## src/rtl/mult_pkg.sv

```systemverilog
// Shared types and helpers for the shared shift-add multiplier scheduler.
package mult_pkg;

    localparam int DEFAULT_WIDTH = 8;
    localparam int DEFAULT_NREQ  = 4;
    localparam int MAX_NREQ      = 8;

    typedef enum logic [1:0] {
        IDLE = 2'd0,
        RUN  = 2'd1,
        DONE = 2'd2
    } state_t;

    typedef struct packed {
        logic       found;
        logic [2:0] idx;
    } pick_t;

    // First valid requester at or after ptr, wrapping modulo nreq.
    function automatic pick_t rr_pick(input logic [MAX_NREQ-1:0] valid,
                                      input logic [2:0] ptr,
                                      input int nreq);
        pick_t r;
        int    j;
        r = '0;
        // Walk the offsets downwards so the smallest matching offset is kept last.
        for (int i = MAX_NREQ - 1; i >= 0; i--) begin
            if (i < nreq) begin
                j = (int'(ptr) + i) % nreq;
                if (valid[j]) begin
                    r.found = 1'b1;
                    r.idx   = 3'(j);
                end
            end
        end
        return r;
    endfunction

endpackage

```

## src/rtl/mult_shift_add_core.sv

```systemverilog
// Shift-add multiplier datapath: loads on a pulse, then runs exactly WIDTH
// iterations regardless of operand values.
module mult_shift_add_core
    import mult_pkg::*;
#(
    parameter int WIDTH = DEFAULT_WIDTH
) (
    input  logic               clock,
    input  logic               reset,
    input  logic               load,
    input  logic [WIDTH-1:0]   a,
    input  logic [WIDTH-1:0]   b,
    output logic               done,
    output logic [2*WIDTH-1:0] product
);

    localparam int CW = $clog2(WIDTH + 1);

    logic [2*WIDTH-1:0] a_sh_reg;
    logic [WIDTH-1:0]   b_sh_reg;
    logic [2*WIDTH-1:0] acc_reg;
    logic [CW-1:0]      cnt_reg;

    always_ff @(posedge clock) begin
        if (reset) begin
            a_sh_reg <= '0;
            b_sh_reg <= '0;
            acc_reg  <= '0;
            cnt_reg  <= '0;
        end else if (load) begin
            a_sh_reg <= {{WIDTH{1'b0}}, a};
            b_sh_reg <= b;
            acc_reg  <= '0;
            cnt_reg  <= CW'(WIDTH);
        end else if (cnt_reg != '0) begin
            if (b_sh_reg[0]) begin
                acc_reg <= acc_reg + a_sh_reg;
            end
            a_sh_reg <= a_sh_reg << 1;
            b_sh_reg <= b_sh_reg >> 1;
            cnt_reg  <= cnt_reg - CW'(1);
        end
    end

    // High during the last iteration, so the edge that retires it also ends the job.
    assign done    = (cnt_reg == CW'(1));
    assign product = acc_reg;

endmodule

```

## src/rtl/mult_rr_scheduler.sv

```systemverilog
// Round-robin scheduler sharing one shift-add multiplier between NREQ
// requesters, returning each product tagged with its requester ID.
module mult_rr_scheduler
    import mult_pkg::*;
#(
    parameter int NREQ  = DEFAULT_NREQ,
    parameter int WIDTH = DEFAULT_WIDTH,
    parameter int IDW   = $clog2(NREQ)
) (
    input  logic                  clock,
    input  logic                  reset,
    input  logic [NREQ-1:0]       req_valid,
    input  logic [NREQ*WIDTH-1:0] req_a,
    input  logic [NREQ*WIDTH-1:0] req_b,
    output logic [NREQ-1:0]       req_ready,
    output logic                  rsp_valid,
    input  logic                  rsp_ready,
    output logic [IDW-1:0]        rsp_id,
    output logic [2*WIDTH-1:0]    rsp_product,
    output logic                  busy
);

    state_t             state_reg;
    logic [IDW-1:0]     rr_ptr_reg;
    logic [IDW-1:0]     id_reg;
    logic               rsp_valid_reg;
    pick_t              pick;
    logic               load;
    logic               core_done;
    logic [2*WIDTH-1:0] core_product;
    logic [WIDTH-1:0]   a_sel;
    logic [WIDTH-1:0]   b_sel;

    assign pick = rr_pick(MAX_NREQ'(req_valid), 3'(rr_ptr_reg), NREQ);
    assign load = (state_reg == IDLE) && pick.found;

    generate
        for (genvar gi = 0; gi < NREQ; gi++) begin : g_ready
            assign req_ready[gi] = load && (pick.idx == 3'(gi));
        end
    endgenerate

    always_comb begin
        a_sel = '0;
        b_sel = '0;
        for (int i = 0; i < NREQ; i++) begin
            if (req_ready[i]) begin
                a_sel = req_a[i*WIDTH +: WIDTH];
                b_sel = req_b[i*WIDTH +: WIDTH];
            end
        end
    end

    mult_shift_add_core #(.WIDTH(WIDTH)) u_core (
        .clock   (clock),
        .reset   (reset),
        .load    (load),
        .a       (a_sel),
        .b       (b_sel),
        .done    (core_done),
        .product (core_product)
    );

    always_ff @(posedge clock) begin
        if (reset) begin
            state_reg     <= IDLE;
            rr_ptr_reg    <= '0;
            id_reg        <= '0;
            rsp_valid_reg <= 1'b0;
        end else begin
            case (state_reg)
                IDLE: begin
                    if (pick.found) begin
                        id_reg    <= IDW'(pick.idx);
                        state_reg <= RUN;
                    end
                end
                RUN: begin
                    if (core_done) begin
                        rsp_valid_reg <= 1'b1;
                        state_reg     <= DONE;
                    end
                end
                DONE: begin
                    if (rsp_ready) begin
                        rsp_valid_reg <= 1'b0;
                        rr_ptr_reg    <= IDW'((int'(id_reg) + 1) % NREQ);
                        state_reg     <= IDLE;
                    end
                end
                default: state_reg <= IDLE;
            endcase
        end
    end

    assign rsp_valid = rsp_valid_reg;
    assign rsp_id    = id_reg;
    // The accumulator is frozen once the count reaches zero, so it is stable throughout DONE.
    assign rsp_product = (state_reg == DONE) ? core_product : '0;
    assign busy        = (state_reg != IDLE);

endmodule

```

## config.mk

```make
export PLATFORM = sky130hd
export DESIGN_NAME = mult_rr_scheduler
export DESIGN_NICKNAME = d
export VERILOG_FILES = /design/src/rtl/mult_pkg.sv /design/src/rtl/mult_shift_add_core.sv /design/src/rtl/mult_rr_scheduler.sv
export SDC_FILE = /design/constraint.sdc
export NUM_CORES = 1
export LEC_CHECK = 0
export CORE_ASPECT_RATIO = 0.7
export CORE_UTILIZATION = 53
export CTS_CLUSTER_DIAMETER = 40
export DETAILED_ROUTE_END_ITERATION = 7
export GPL_ROUTABILITY_DRIVEN = 1
export PLACE_DENSITY_LB_ADDON = 0.15
export SYNTH_ARGS = -nofsm -noshare
export SYNTH_HDL_FRONTEND = slang
export SYNTH_SLANG_ARGS = --single-unit
```

## constraint.sdc

```tcl
create_clock -name clock -period 6.3 [get_ports clock]
set_input_delay 0.945 -clock clock [delete_from_list [all_inputs] [get_ports clock]]
set_output_delay 0.945 -clock clock [all_outputs]
set_load 0.05 [all_outputs]
```

# --- Word-level counts from Yosys, hierarchy flattened ---
# Index checks and enable logic that the tools add are counted.
word_totals:
  register_bits: 51
  out_inout_bits: 24
  elab_cells: 89
classes:
  addsub: 6
  order_cmp: 4
  eq_ne: 9
  muxes: 37
  bitwise_logic: 3
  reduce_logical: 20
op_table:
  columns: ["cell", "n"]
  rows:
  - ["8-bit 2-to-1 mux", 12]
  - ["4-bit 2-to-1 mux", 6]
  - ["16-bit adder", 1]
  - ["16-bit 2-to-1 mux", 1]
  - ["3-bit by 5-bit < comparator with 1-bit output, second input constant", 3]
  - ["1-bit binary-select mux with 3-bit select", 3]
  - ["1-bit 2-to-1 mux", 9]
  - ["2-bit OR reduction", 4]
  - ["3-bit by 2-bit == test with 1-bit output, second input constant", 2]
  - ["2-bit 2-to-1 mux", 3]
  - ["2-bit != test, second input constant", 3]
  - ["2-bit one-hot mux with 3 select lines", 1]
  - ["2-bit AND reduction", 3]
  - ["3-bit AND reduction", 2]
  - ["2-bit nonzero test", 3]
  - ["1-bit logical AND", 5]
  - ["2-bit by 1-bit adder with 2-bit output, second input constant", 2]
  - ["2-bit adder, second input constant", 2]
  - ["4-bit by 1-bit == test with 1-bit output, second input constant", 1]
  - ["2-bit by 4-bit < comparator with 1-bit output, second input constant", 1]
  - ["4-bit nonzero test", 1]
  - ["4-bit by 1-bit subtractor with 4-bit output, second input constant", 1]
  - ["1-bit AND, first input constant", 3]
  - ["3-bit by 1-bit == test with 1-bit output, second input constant", 1]
  - ["6 further kinds", 6]

# --- Logic depth before layout (Yosys ltp) ---
# Gate-level depths: netlist of run 1.
depth:
  word_depth: 17
  depth_mapped: 9
  depth_no_buf: 9

# --- Cells and area by module ---
# Synthesis of run 1 repeated with hierarchy kept, for this count alone.
hier_totals:
  cells_unflattened: 455
  area_unflattened_um2: 3492.1
by_module_without_submodules:
  columns: ["mod", "n_inst", "cells_each", "area_each_um2", "seq_area_each_um2"]
  rows:
  - ["mult_shift_add_core", 1, 327, 2498.6, 880.8]
  - ["mult_rr_scheduler", 1, 128, 993.5, 140.1]

# --- Least setup slack after synthesis of run 1 ---
# Ideal clock, no wire load.
synth_path:
  path_kind: "input-to-output"
  start: "input req_valid[2]"
  end: "output req_ready[0]"
  t_arrival_ns: 2.728
  required_time_ns: 5.355
  setup_slack_ns: 2.627
  path_stages: 5
  cell_sequence: "nor2b_1 -> a311oi_1 -> nor2_1 -> clkbuf_1 -> nor3_1"
synth_between:
  elab_chain_len: 9
  word_cells_on_any_way: 18
synth_rtl:
  columns: ["element", "line_no", "source"]
  rows:
  - ["start: declaration", "mult_rr_scheduler.sv:12", "input logic [NREQ-1:0] req_valid,"]
  - ["1-bit binary-select mux with 3-bit select", "mult_pkg.sv:30", "if (valid[j]) begin"]
  - ["1-bit 2-to-1 mux (not written as such) (2 in series)", "mult_pkg.sv:30", null]
  - ["4-bit 2-to-1 mux (3 in series)", "mult_pkg.sv:30", null]
  - ["4-bit 2-to-1 mux (*)", "mult_pkg.sv:30", null]
  - ["3-bit logical NOT or 1-bit logical AND (tied branches)", "mult_rr_scheduler.sv:39, mult_rr_scheduler.sv:35", null]
  - ["1-bit logical AND (*)", "mult_rr_scheduler.sv:39", "assign req_ready[gi] = load && (pick.idx == 3'(gi));"]
  - ["end: declaration", "mult_rr_scheduler.sv:15", "output logic [NREQ-1:0] req_ready,"]
# Every way passes the cells marked *; elsewhere a longest branch is shown, timed or not. The select of a mux whose other input is x is not followed.

# --- Final worst setup path of run 1 ---
layout_path:
  start: "input req_valid[2]"
  end: "output req_ready[3]"
layout_between:
  elab_chain_len: 9
  word_cells_on_any_way: 18
layout_rtl:
  columns: ["element", "line_no"]
  rows:
  - ["1-bit binary-select mux with 3-bit select", "mult_pkg.sv:30"]
  - ["1-bit 2-to-1 mux (not written as such) (2 in series)", "mult_pkg.sv:30"]
  - ["4-bit 2-to-1 mux (3 in series)", "mult_pkg.sv:30"]
  - ["4-bit 2-to-1 mux (*)", "mult_pkg.sv:30"]
  - ["3-bit by 2-bit == test with 1-bit output or 1-bit logical AND (tied branches)", "mult_rr_scheduler.sv:39, mult_rr_scheduler.sv:35"]
  - ["1-bit logical AND (*)", "mult_rr_scheduler.sv:39"]
# Marked as above.

==> flow_summary.toml, run 1 <==
[status]
status = "complete, but fails checks"
violations = "DRC"

[yosys]
yosys_warnings = 0
ys_ff_latch = 51
synthCells = 432
synth_ff_type = "dfxtp_1"
synth_edf_count = 0
avgSynthCellArea_um2 = 7.930
syn_area_um2 = 3426
synthDistinctLibCells = 56
syn_nets = 522
seq_area_frac_synth_pct = 29.80
async_flop_share_pct = 0

[run]
max_cap_violations = 0

[worst_setup_path]
startpoint_type = "primary input"
cp.required_ns = 5.35
crit_family = "simple AND/OR/NAND/NOR gates"
reg2reg_from = "u_core.cnt_reg[0]$_SDFFE_PP0P_"
worst-path-buf-inv = 2
crit_fanout = 22
max_stage_delay_ns = 0.90
crit_arrival_ns = 3.84
cpMostUsedCell = "clkdlybuf4s50_1"
end_kind = "primary output"
path_cells = "clkdlybuf4s50_1 > nor2b_1 > a311oi_1 > nor2_1 > and3_2 > clkdlybuf4s50_1"
cp_slowest_cell = "nor2_1"
startpoint = "req_valid[2]"
critPathKind = "in2out"

[floorplan]
core-area_um2 = 6246
num_rows = 24
die_h_um = 69.27
die_w_um = 98.10
start_util_pct = 54.85
dieArea_um2 = 6795
ios = 95

[drt]
vias = 3557
post_drt_wl_per_cell_um = 15.63
first_pass_iters = 6
ant_nets = 0
wl_um = 9188
drcViolationCount = 3
via_per_inst = 6.049
drtIter0Drc = 162

[global_route]
grt_max_degree = 38
grt_util_all_layers_pct = 27.47
gr-total-overflow = 0
grt_antenna_before_repair = 0
grt_pass1_wl_um = 15340
grt_pass1_vias = 3340

[placed_design]
hpwl_um = 6767
portBuffers = 94
dpl_cell_area_um2 = 4372
routabilityCongestion = 0.8291

[sta]
finalSetupViolCount = 0
max_freq_ghz = 0.2089
tns_ns = 0
period_share_pct = 75.98
clock_skew_ns = 0.009032
min_period_ns = 4.787
drv_slew = 0
tightest_slew_ns = 1.164
slew_headroom_pct = 22.09
rsz0062_at_grt = "false"
hold_viol = 0

[clock_network]
cts_tree = "yes"
numCtsBuffers = 5
cts_max_level = 2
postCtsSetupBuffers = 0
cts_resized = 0
cts_num_sinks = 51
clk_pin_slew_worst_paths_ns = 0.10
ctsHoldBuffers = 0
clockBufferDepth = 2
root_buffer = "clkbuf_8"
clock_latency_ns = 0.31

[power]
p_leak_nw = 1.779
vdd_drop_max_mv = 0.1864
power_density_nw_per_um2 = 204.9

[finish]
layout-drive-gt1-share_pct = 6.078
final_cell_area_um2 = 4459
area_growth_pct = 30.17
antenna_cells = 0
nNetsFinal = 600

[worst_hold_path]
min_from = "rsp_valid$_SDFFE_PP0P_"
hold_class = "reg2reg"
## routing by layer
layer | vias up | track usage [%] | share of wire (%)
li1 | 1742 | - | -
met1 | 1682 | 35.85 | 45
met2 | 120 | 47.42 | 49
met3 | 13 | 4.637 | 5.1
met4 | 0 | 6.397 | 1.1
met5 | - | 0 | 0
## power breakdown
| part | internal (mW) | switching (mW) | total (mW) |
|---|---|---|---|
| sequential | 0.353 | 0.0268 | 0.380 |
| combinational | 0.134 | 0.199 | 0.333 |
| clock | 0.0867 | 0.114 | 0.201 |
| total | 0.573 | 0.340 | 0.914 |
## cells by family (layout without fill, tap and decap cells)
group	Yosys count	in the layout	share of synthesized area [%]
fa+ha+maj	19	19	7.159
xor+xnor	11	11	2.812
compound gates	120	120	23.59
simple gates	179	179	26.63
mux	18	18	5.771
flops	51	51	29.80
buf+inv	34	112	4.237
## cells in the mapped netlist, drive strengths merged (4+ instances only)
cell type	number	area [um^2]
a211oi	5	37.54
a21oi	49	249.0
a221oi	29	254.0
and2	19	118.9
and3	19	120.1
buf	6	38.79
clkbuf	20	76.32
dfxtp	51	1021
ha	18	225.2
inv	8	30.03
mux2	14	157.6
mux2i	4	40.04
nand2	67	256.5
nand2b	5	31.28
nand3	9	45.04
nand4	4	25.02
nor2	24	92.59
nor2b	6	37.54
nor3	12	71.32
nor3b	4	35.03
o21ai	11	55.05
xnor2	6	52.55
xor2	5	43.79
## layout by cell type, fill, tap and decap left out, types with 4 or more instances in the layout
cell,n
a211oi_1,5
a21oi_1,48
a221oi_1,29
and2_1,18
and3_1,18
clkbuf_8,6
clkdlybuf4s50_1,94
dfxtp_1,51
ha_1,18
inv_1,8
mux2_2,13
mux2i_1,4
nand2_1,65
nand2b_1,5
nand3_1,9
nand4_1,4
nor2_1,23
nor2b_1,6
nor3_1,11
o21ai_0,11
xnor2_1,6
xor2_1,5
## worst reg2reg max path, cell delays in order, from the launching register on
cell	delay (ns)
dfxtp_1	0.36
inv_1	0.09
ha_1	0.24
nand2_1	0.63
nand2_1	0.68
or3_1	0.52
a2111oi_0	0.37
or3_1	0.17
## layout make-up
type | count | area, um^2
multi-input combinational | 347 | 2260
fill | 514 | 1787
sequential | 51 | 1021
timing repair buffer | 97 | 963.4
tap | 78 | 97.59
clock buffer | 6 | 82.58
inverter | 8 | 30.03
clock inverter | 1 | 5.005
## stage by stage
step | utilization, % | cells | worst slack [ns] | total power, mW | hold WS, ns
2_1_floorplan | - | 432 | 2.628 | 0.6081 | 0.4446
3_3_place_gp | 69.99 | 581 | 1.672 | 0.7048 | 0.4574
3_5_place_dp | 69.99 | 581 | 1.570 | 0.7156 | 0.4628
4_1_cts | 71.39 | 588 | 1.557 | 0.9099 | 0.4788
5_1_grt | 71.39 | 588 | 1.330 | 0.9639 | 0.5002
6_report | 71.39 | 588 | 1.513 | 0.9136 | 0.4769
## final timing paths
path	slack, ns	end	cells past startpoint
worst min-delay path	0.48	rsp_valid$_SDFFE_PP0P_	2
worst max register to register	3.20	u_core.product[15]$_SDFFE_PP0P_	7
worst max-delay path	1.51	req_ready[3]	6
worst min register to register	0.48	rsp_valid$_SDFFE_PP0P_	2
Power figures use the tool's default switching activity.
==> run 2: changes to the inputs <==
- CORE_UTILIZATION: 53 -> 44
- clock period: 6.3 -> 4.24 ns (I/O delays scaled with it)
==> flow_summary.toml, run 2 (same netlist as run 1, synthesis figures left out) <==
[status]
status = "finished, final reports clean"

[worst_setup_path]
crit_family = "buffers and inverters"
reg2reg_from = "u_core.cnt_reg[0]$_SDFFE_PP0P_"
end_kind = "primary output"
worst-path-buf-inv = 2
rrSetupSlack_ns = 1.63
cpMostUsedCell = "clkdlybuf4s50_1"
crit_fanout = 22
startpoint_type = "primary input"
path_cells = "clkdlybuf4s50_1 > nor2b_1 > a311oi_1 > nor2_1 > nor3_1 > clkdlybuf4s50_1"
r2r_cells = 8
max_stage_delay_ns = 0.90
crit_arrival_ns = 3.26
cp_slowest_cell = "nor2_1"
critPathKind = "in2out"
cp.required_ns = 3.60
timing.rr.end = "u_core.product[15]$_SDFFE_PP0P_"

[floorplan]
ios = 95
die_w_um = 107.5
start_util_pct = 46.19
dieArea_um2 = 8149
die_h_um = 75.83
core-area_um2 = 7417
num_rows = 26

[sta]
min_period_ns = 3.896
tightest_slew_ns = 1.158
clock_skew_ns = 0.008091
slew_headroom_pct = 22.53
period_share_pct = 91.88
hold_viol = 0
holdWs_ns = 0.4801
tns_ns = 0
rsz0062_at_grt = "false"
final.setup.worst_slack_ns = 0.3442
max_freq_ghz = 0.2567
drv_slew = 0
finalSetupViolCount = 0

[finish]
layout-drive-gt1-share_pct = 8.108
antenna_cells = 0
mostFrequentLayoutCell = "clkdlybuf4s50_1"
area_growth_pct = 32.10
nNetsFinal = 607
final_cell_area_um2 = 4526
fin_cells = 616
final_core_util_pct = 61.02
layout_common_cells = "clkdlybuf4s50_1, nand2_1, dfxtp_1"

[global_route]
grt_antenna_before_repair = 0
grt_pass1_wl_um = 14000
gr-total-overflow = 0
grt_pass1_vias = 3012
grt_util_all_layers_pct = 21.21
grt_max_degree = 37

[power]
vdd_drop_max_mv = 0.2109
power_density_nw_per_um2 = 296.3
p_total_mw = 1.341
p_leak_nw = 1.820

[clock_network]
clock_latency_ns = 0.31
cts_max_level = 2
cts_tree = "yes"
clk_pin_slew_worst_paths_ns = 0.09
postCtsSetupBuffers = 0
ctsHoldBuffers = 0
numCtsBuffers = 5
cts_resized = 0
clockBufferDepth = 2
root_buffer = "clkbuf_8"
cts_num_sinks = 51

[placed_design]
dpl_cell_area_um2 = 4442
routabilityCongestion = 0.8084
portBuffers = 94
place_inst = 608
place_ws_ns = 0.4098
hpwl_um = 6699

[run]
max_cap_violations = 0

[drt]
first_pass_iters = 4
via_per_inst = 5.591
drcViolationCount = 0
drtIter0Drc = 191
vias = 3444
ant_nets = 0
post_drt_wl_per_cell_um = 14.44
wl_um = 8892

[worst_hold_path]
hold_depth = 2
min_from = "u_core.b_sh_reg[1]$_SDFFE_PP0P_"
hold_class = "reg2reg"
min_to = "u_core.b_sh_reg[0]$_SDFFE_PP0P_"
## run 2: cell count changes in the layout (fill, tap and decap cells not counted)
cell             previous run  this run
clkbuf_8                    6         5
clkdlybuf4s50_1            94        91
clkinv_2                    1         3
buf_4                       3        13
## run 2: worst max-delay path by stage
stage | depth (start not counted) | slack [ns] | from | endpoint
6_report | 6 | 0.34 | req_valid[2] | req_ready[0]
5_1_grt | 6 | 0.22 | req_valid[2] | req_ready[0]
4_1_cts | 6 | 0.40 | req_valid[2] | req_ready[0]
3_5_place_dp | 6 | 0.41 | req_valid[2] | req_ready[0]
3_3_place_gp | 6 | 0.47 | req_valid[2] | req_ready[0]
2_1_floorplan | 5 | 1.19 | req_valid[2] | req_ready[0]
## run 2: worst min-delay path: cells and delay by family, from the launching register on
kind,cells,cell delay [ns]
compound gates,1,0.06
simple gates,1,0.05
flops,1,0.32
## run 2: cell type report
cell class	count	area, um^2
clock buffers	5	68.82
clock inverters	3	15.01
fillers	686	2892
inverters	8	30.03
multi-input cells	347	2260
flip-flops and latches	51	1021
well taps	98	122.6
repair buffers	104	1008
## run 2: metal layers
layer / routed length (um) / track usage [%]
met5: 0 / 0
met4: 27 / 2.435
met3: 347 / 3.935
met2: 4171 / 35.34
met1: 4345 / 29.65
## run 2: power by group
part / internal (mW) / leakage, nW / total (mW) / switching (mW)
Clock: 0.114 / 0.0477 / 0.279 / 0.165
Sequential: 0.524 / 0.416 / 0.563 / 0.0391
Combinational: 0.207 / 1.36 / 0.499 / 0.292
Total: 0.845 / 1.82 / 1.34 / 0.496
==> patch 1 (config.mk and constraints of run 1) <==
Reset style: asynchronous (`reset`), changed in 2 clocked blocks.
--- a/src/rtl/mult_shift_add_core.sv
+++ b/src/rtl/mult_shift_add_core.sv
@@ -23,3 +23,3 @@
 
-    always_ff @(posedge clock) begin
+    always_ff @(posedge clock or posedge reset) begin
         if (reset) begin
--- a/src/rtl/mult_rr_scheduler.sv
+++ b/src/rtl/mult_rr_scheduler.sv
@@ -63,3 +63,3 @@
 
-    always_ff @(posedge clock) begin
+    always_ff @(posedge clock or posedge reset) begin
         if (reset) begin
Formal check against the unedited RTL: differs if reset is asserted again (counterexample within 4 cycles, from zero or initial values and one cycle with reset high); with reset held inactive, the same outputs for 4 cycles.
==> patch 1 against run 1 <==
Synthesized area increased by 4.9%; utilization up 1.6 points; fmax increased by 0.49%; final area grew 4.6%; setup slack improved by 23 ps; count of clock-buffer cells in the layout fell by 1; first-iteration DRC count grew 39%; routed wire length rose by 9.2%; critical endpoint is now req_ready[1]; global-route usage up 1.1 points; die area increased by 4.8%; sequential cell count did not move.
Power is not compared: it rests on default switching activity, and its combinational part moved more than twofold at a synthesized area within 25%.
==> patch 1: results (changes against run 1) <==
Yosys
  – Area fraction in compound gates after synthesis: 0.2176 (-0.01832)
  – Top cells by area, synth: dfrtp_1, nand2_1, ha_1
  – Async SR Flop Fraction: 1.000 (+1.000)
  – Sequential-to-total area share from yosys stat: 0.3552 (+0.05713)
  – Xor and xnor area share after synthesis: 0.02681 (-0.001312)
  – Post-Synthesis Cells: 427 (-1.2%)
  – Synth cell count leaders: nand2_1, dfrtp_1, nor2_1
  – Synthesized net count: 516 (-1.1%)
  – Top FF cell, synth: dfrtp_1
  – Mux cell area share after synthesis: 0.06198 (+0.004271)

Placed design
  – Gp weighted congestion: 0.8434 (+1.7%)
  – DP Worst Slack: 1585 ps (+15.56 ps)
  – DP HPWL: 7420 um (+9.7%)
  – Placed cell area: 4566 um^2 (+4.4%)
  – DP Cell Count: 595 (+2.4%)

Setup path
  – CP peak stage delay: 820 ps (-80 ps)
  – Crit path max fanout: 25 (+14%)
  – Reg2reg end: u_core.product[14]
  – R2r startpoint: u_core.a_sh_reg[0]
  – R2R Setup Slk: 3660 ps (+460 ps)
  – Crit-path slowest cell: clkdlybuf4s50_1
  – CP startpoint: req_valid[3]
  – Worst setup endpoint: req_ready[1]

Hold path
  – Hold path depth: 1 (-1)
  – Worst min-delay path startpoint: state_reg[1]
  – Hold EP: state_reg[0]

Routing
  – Met3 wire length: 565 um (+22%)
  – Detailed Route Iter0 Violations: 225 (+39%)
  – Met2 wire len: 4635 um (+3.2%)
  – Via Count: 3513 (-1.2%)
  – Drt first pass iters: 5 (-1)
  – Via/cell ratio: 5.816 (-3.9%)
  – Post-Route WL: 10030 um (+9.2%)
  – M1 WL: 4693 um (+14%)

Global route
  – Largest net degree at the start of global routing: 52 (+37%)
  – Total track usage: 0.2857 (+0.01100)
  – Met3 Use GR: 0.06126 (+0.01489)
  – Global routing usage on met1: 0.4115 (+0.05301)
  – Vias in the first global route: 3178 (-4.9%)
  – GR Util met2: 0.4376 (-0.03658)

Finish
  – Layout cells sized above 1: 0.05458 (-0.006203)
  – Fillcell total: 495 (-3.7%)

Status
  – Outcome: finished, final reports clean

Timing
  – Worst Clk Skew: 10.57 ps (+1.535 ps)
  – Period minus WS final: 4764 ps (-23.32 ps)
  – Min Hold Slack: 516.2 ps (+39.34 ps)
[patch 1: changes by cell type in the layout (fill, tap and decap cells not counted), sizes merged, moves of 7 or more]
| cell | run 1 | this run |
|---|---|---|
| a31oi | 3 | 14 |
| dfxtp | 51 | 0 |
| mux2 | 14 | 2 |
| a221oi | 29 | 0 |
| a21oi | 49 | 26 |
| nand2 | 67 | 107 |
| dfrtp | 0 | 51 |
| a32o | 0 | 14 |
| and3 | 19 | 3 |
| o21ai | 11 | 18 |
| mux2i | 4 | 20 |
[patch 1: cell type report]
cell class	instances	area share
multi-input cells	348	0.4669
inverters	7	0.005632
clock inverters	3	0.005095
flip-flops and latches	51	0.2735
well taps	91	0.02440
clock buffers	5	0.01475
repair buffers	99	0.2097
[patch 1: power by group through the flow]
stage                     combinational (W)  sequential [W]  clock, W
final                               0.00125        0.000619  0.000200
after CTS                           0.00123        0.000613  0.000202
after global routing                0.00137        0.000637  0.000215
after detailed placement            0.00122        0.000620         0
after global placement              0.00118        0.000610         0
after floorplan                    0.000938        0.000602         0
==> patch 2 (config.mk and constraints of run 1) <==
Made on the original files. Change the package constant `DEFAULT_NREQ` from 4 to 8.
--- a/src/rtl/mult_pkg.sv
+++ b/src/rtl/mult_pkg.sv
@@ -4,3 +4,3 @@
     localparam int DEFAULT_WIDTH = 8;
-    localparam int DEFAULT_NREQ  = 4;
+    localparam int DEFAULT_NREQ  = 8;
     localparam int MAX_NREQ      = 8;
Ports: changed (5 resized); port bits go from 95 to 168. No check against the original RTL was run, so the function may have changed too.
==> patch 2 against run 1 <==
Largest power group is now combinational cells; final area is 54% higher; routed wire length is 100% higher; setup slack worse by 850 ps; first-iteration DRC count grew to 4.4 times the old value; largest cell class unchanged; power is 20% higher; sequential cell count is 2 higher; fmax is 15% lower; synthesized area is 46% higher.
==> patch 2: results (changes against run 1) <==
Global route
  – Vias in the first global route: 5671 (+70%)
  – Largest net degree at the start of global routing: 37 (-2.6%)
  – GR Util met2: 0.6353 (+0.1611)
  – Global routing usage on met1: 0.4972 (+0.1388)
  – First-pass GRT wire length: 29660 um (+93%)
  – Initial antenna violation count: 0 (unchanged)
  – Met3 Use GR: 0.06731 (+0.02094)
  – Total track usage: 0.3807 (+0.1061)

Placed design
  – Gp weighted congestion: 0.9897 (+19%)
  – # port buffers: 167 (+78%)
  – DP Cell Count: 920 (+58%)
  – DP Worst Slack: 848.7 ps (-720.9 ps)
  – DP HPWL: 14470 um (+110%)
  – Placed cell area: 6721 um^2 (+54%)

Yosys
  – Mux cell area share after synthesis: 0.1193 (+0.06160)
  – Synth cell count leaders: nand2_1, a21oi_1, dfxtp_1
  – Count of different cell masters after synthesis: 74 (+32%)
  – Area fraction in compound gates after synthesis: 0.2604 (+0.02444)
  – Synth Area in Adders: 0.05653 (-0.01506)
  – Sequential-to-total area share from yosys stat: 0.2121 (-0.08592)
  – Async SR Flop Fraction: 0 (unchanged)
  – Avg Cell Area, Syn: 7.614 um^2 (-4.0%)
  – Synthesized net count: 818 (+57%)
  – Top cells by area, synth: dfxtp_1, nand2_1, mux2i_1
  – Xor and xnor area share after synthesis: 0.02626 (-0.001860)

Hold path
  – Worst min-delay path startpoint: u_core.product[11]

Finish
  – Layout cells sized above 1: 0.08085 (+0.02006)
  – Util after Layout: 0.7545 (+0.04056)
  – Final cell count without fillers: 928 (+58%)
  – Nets: 964 (+61%)
  – ANT cells: 0 (unchanged)
  – Fillcell total: 664 (+29%)

Routing
  – Via/cell ratio: 6.352 (+5.0%)
  – Drt first pass iters: 5 (-1)
  – Met3 wire length: 1683 um (+260%)
  – Post-Route WL: 18600 um (+100%)
  – Detailed Route Iter0 Violations: 712 (+340%)
  – Met2 wire len: 8653 um (+93%)

Timing
  – Worst Clk Skew: 5.054 ps (-3.978 ps)
  – Final worst slack: 662.9 ps (-850.2 ps)
  – Min Hold Slack: 471.4 ps (-5.455 ps)

Setup path
  – CP startpoint: rr_ptr_reg[0]
  – Arrival @ worst endpoint: 4690 ps (+850 ps)
  – Cell family with most CP delay: buffers and inverters
  – R2R Setup Slk: 1490 ps (-1710 ps)
  – Crit-path slowest cell: clkdlybuf4s50_1
  – Reg2reg end: u_core.a_sh_reg[3]
  – CP peak stage delay: 830 ps (-70 ps)
  – Crit path max fanout: 15 (-32%)

Pwr
  – Static leakage: 2.520 nW (+42%)
  – Peak VDD IR: 0.0001181 V (-37%)
  – Sw Share: 0.3670 (-0.005461)

CTS
  – Clock Tree Root: clkbuf_16
  – Worst-case clock buffer depth: 2 (unchanged)
  – Clock slew at reported path FFs: 80 ps (-20 ps)

Status
  – Outcome: finished, final reports clean
## patch 2: final cells by class
type                       instances  area share
inverter                          20     0.01092
timing repair buffer             179      0.2575
multi-input combinational        544      0.5328
clock buffer                       5     0.01821
tap                              124     0.02258
clock inverter                     3    0.003642
sequential                        53      0.1544
## patch 2: worst min-delay path, stage by stage (launching register included)
cell	delay [ps]
dfxtp_1	320
nand2_1	50
a21oi_1	50
## patch 2: power groups by stage
stage | sequential [W] | clock (W) | combinational (W)
finish | 0.000376 | 0.000293 | 0.000431
global route | 0.000377 | 0.000303 | 0.000464
CTS | 0.000375 | 0.000291 | 0.000425
detailed placement | 0.000382 | 0 | 0.000420
global placement | 0.000380 | 0 | 0.000411
floorplan | 0.000383 | 0 | 0.000246
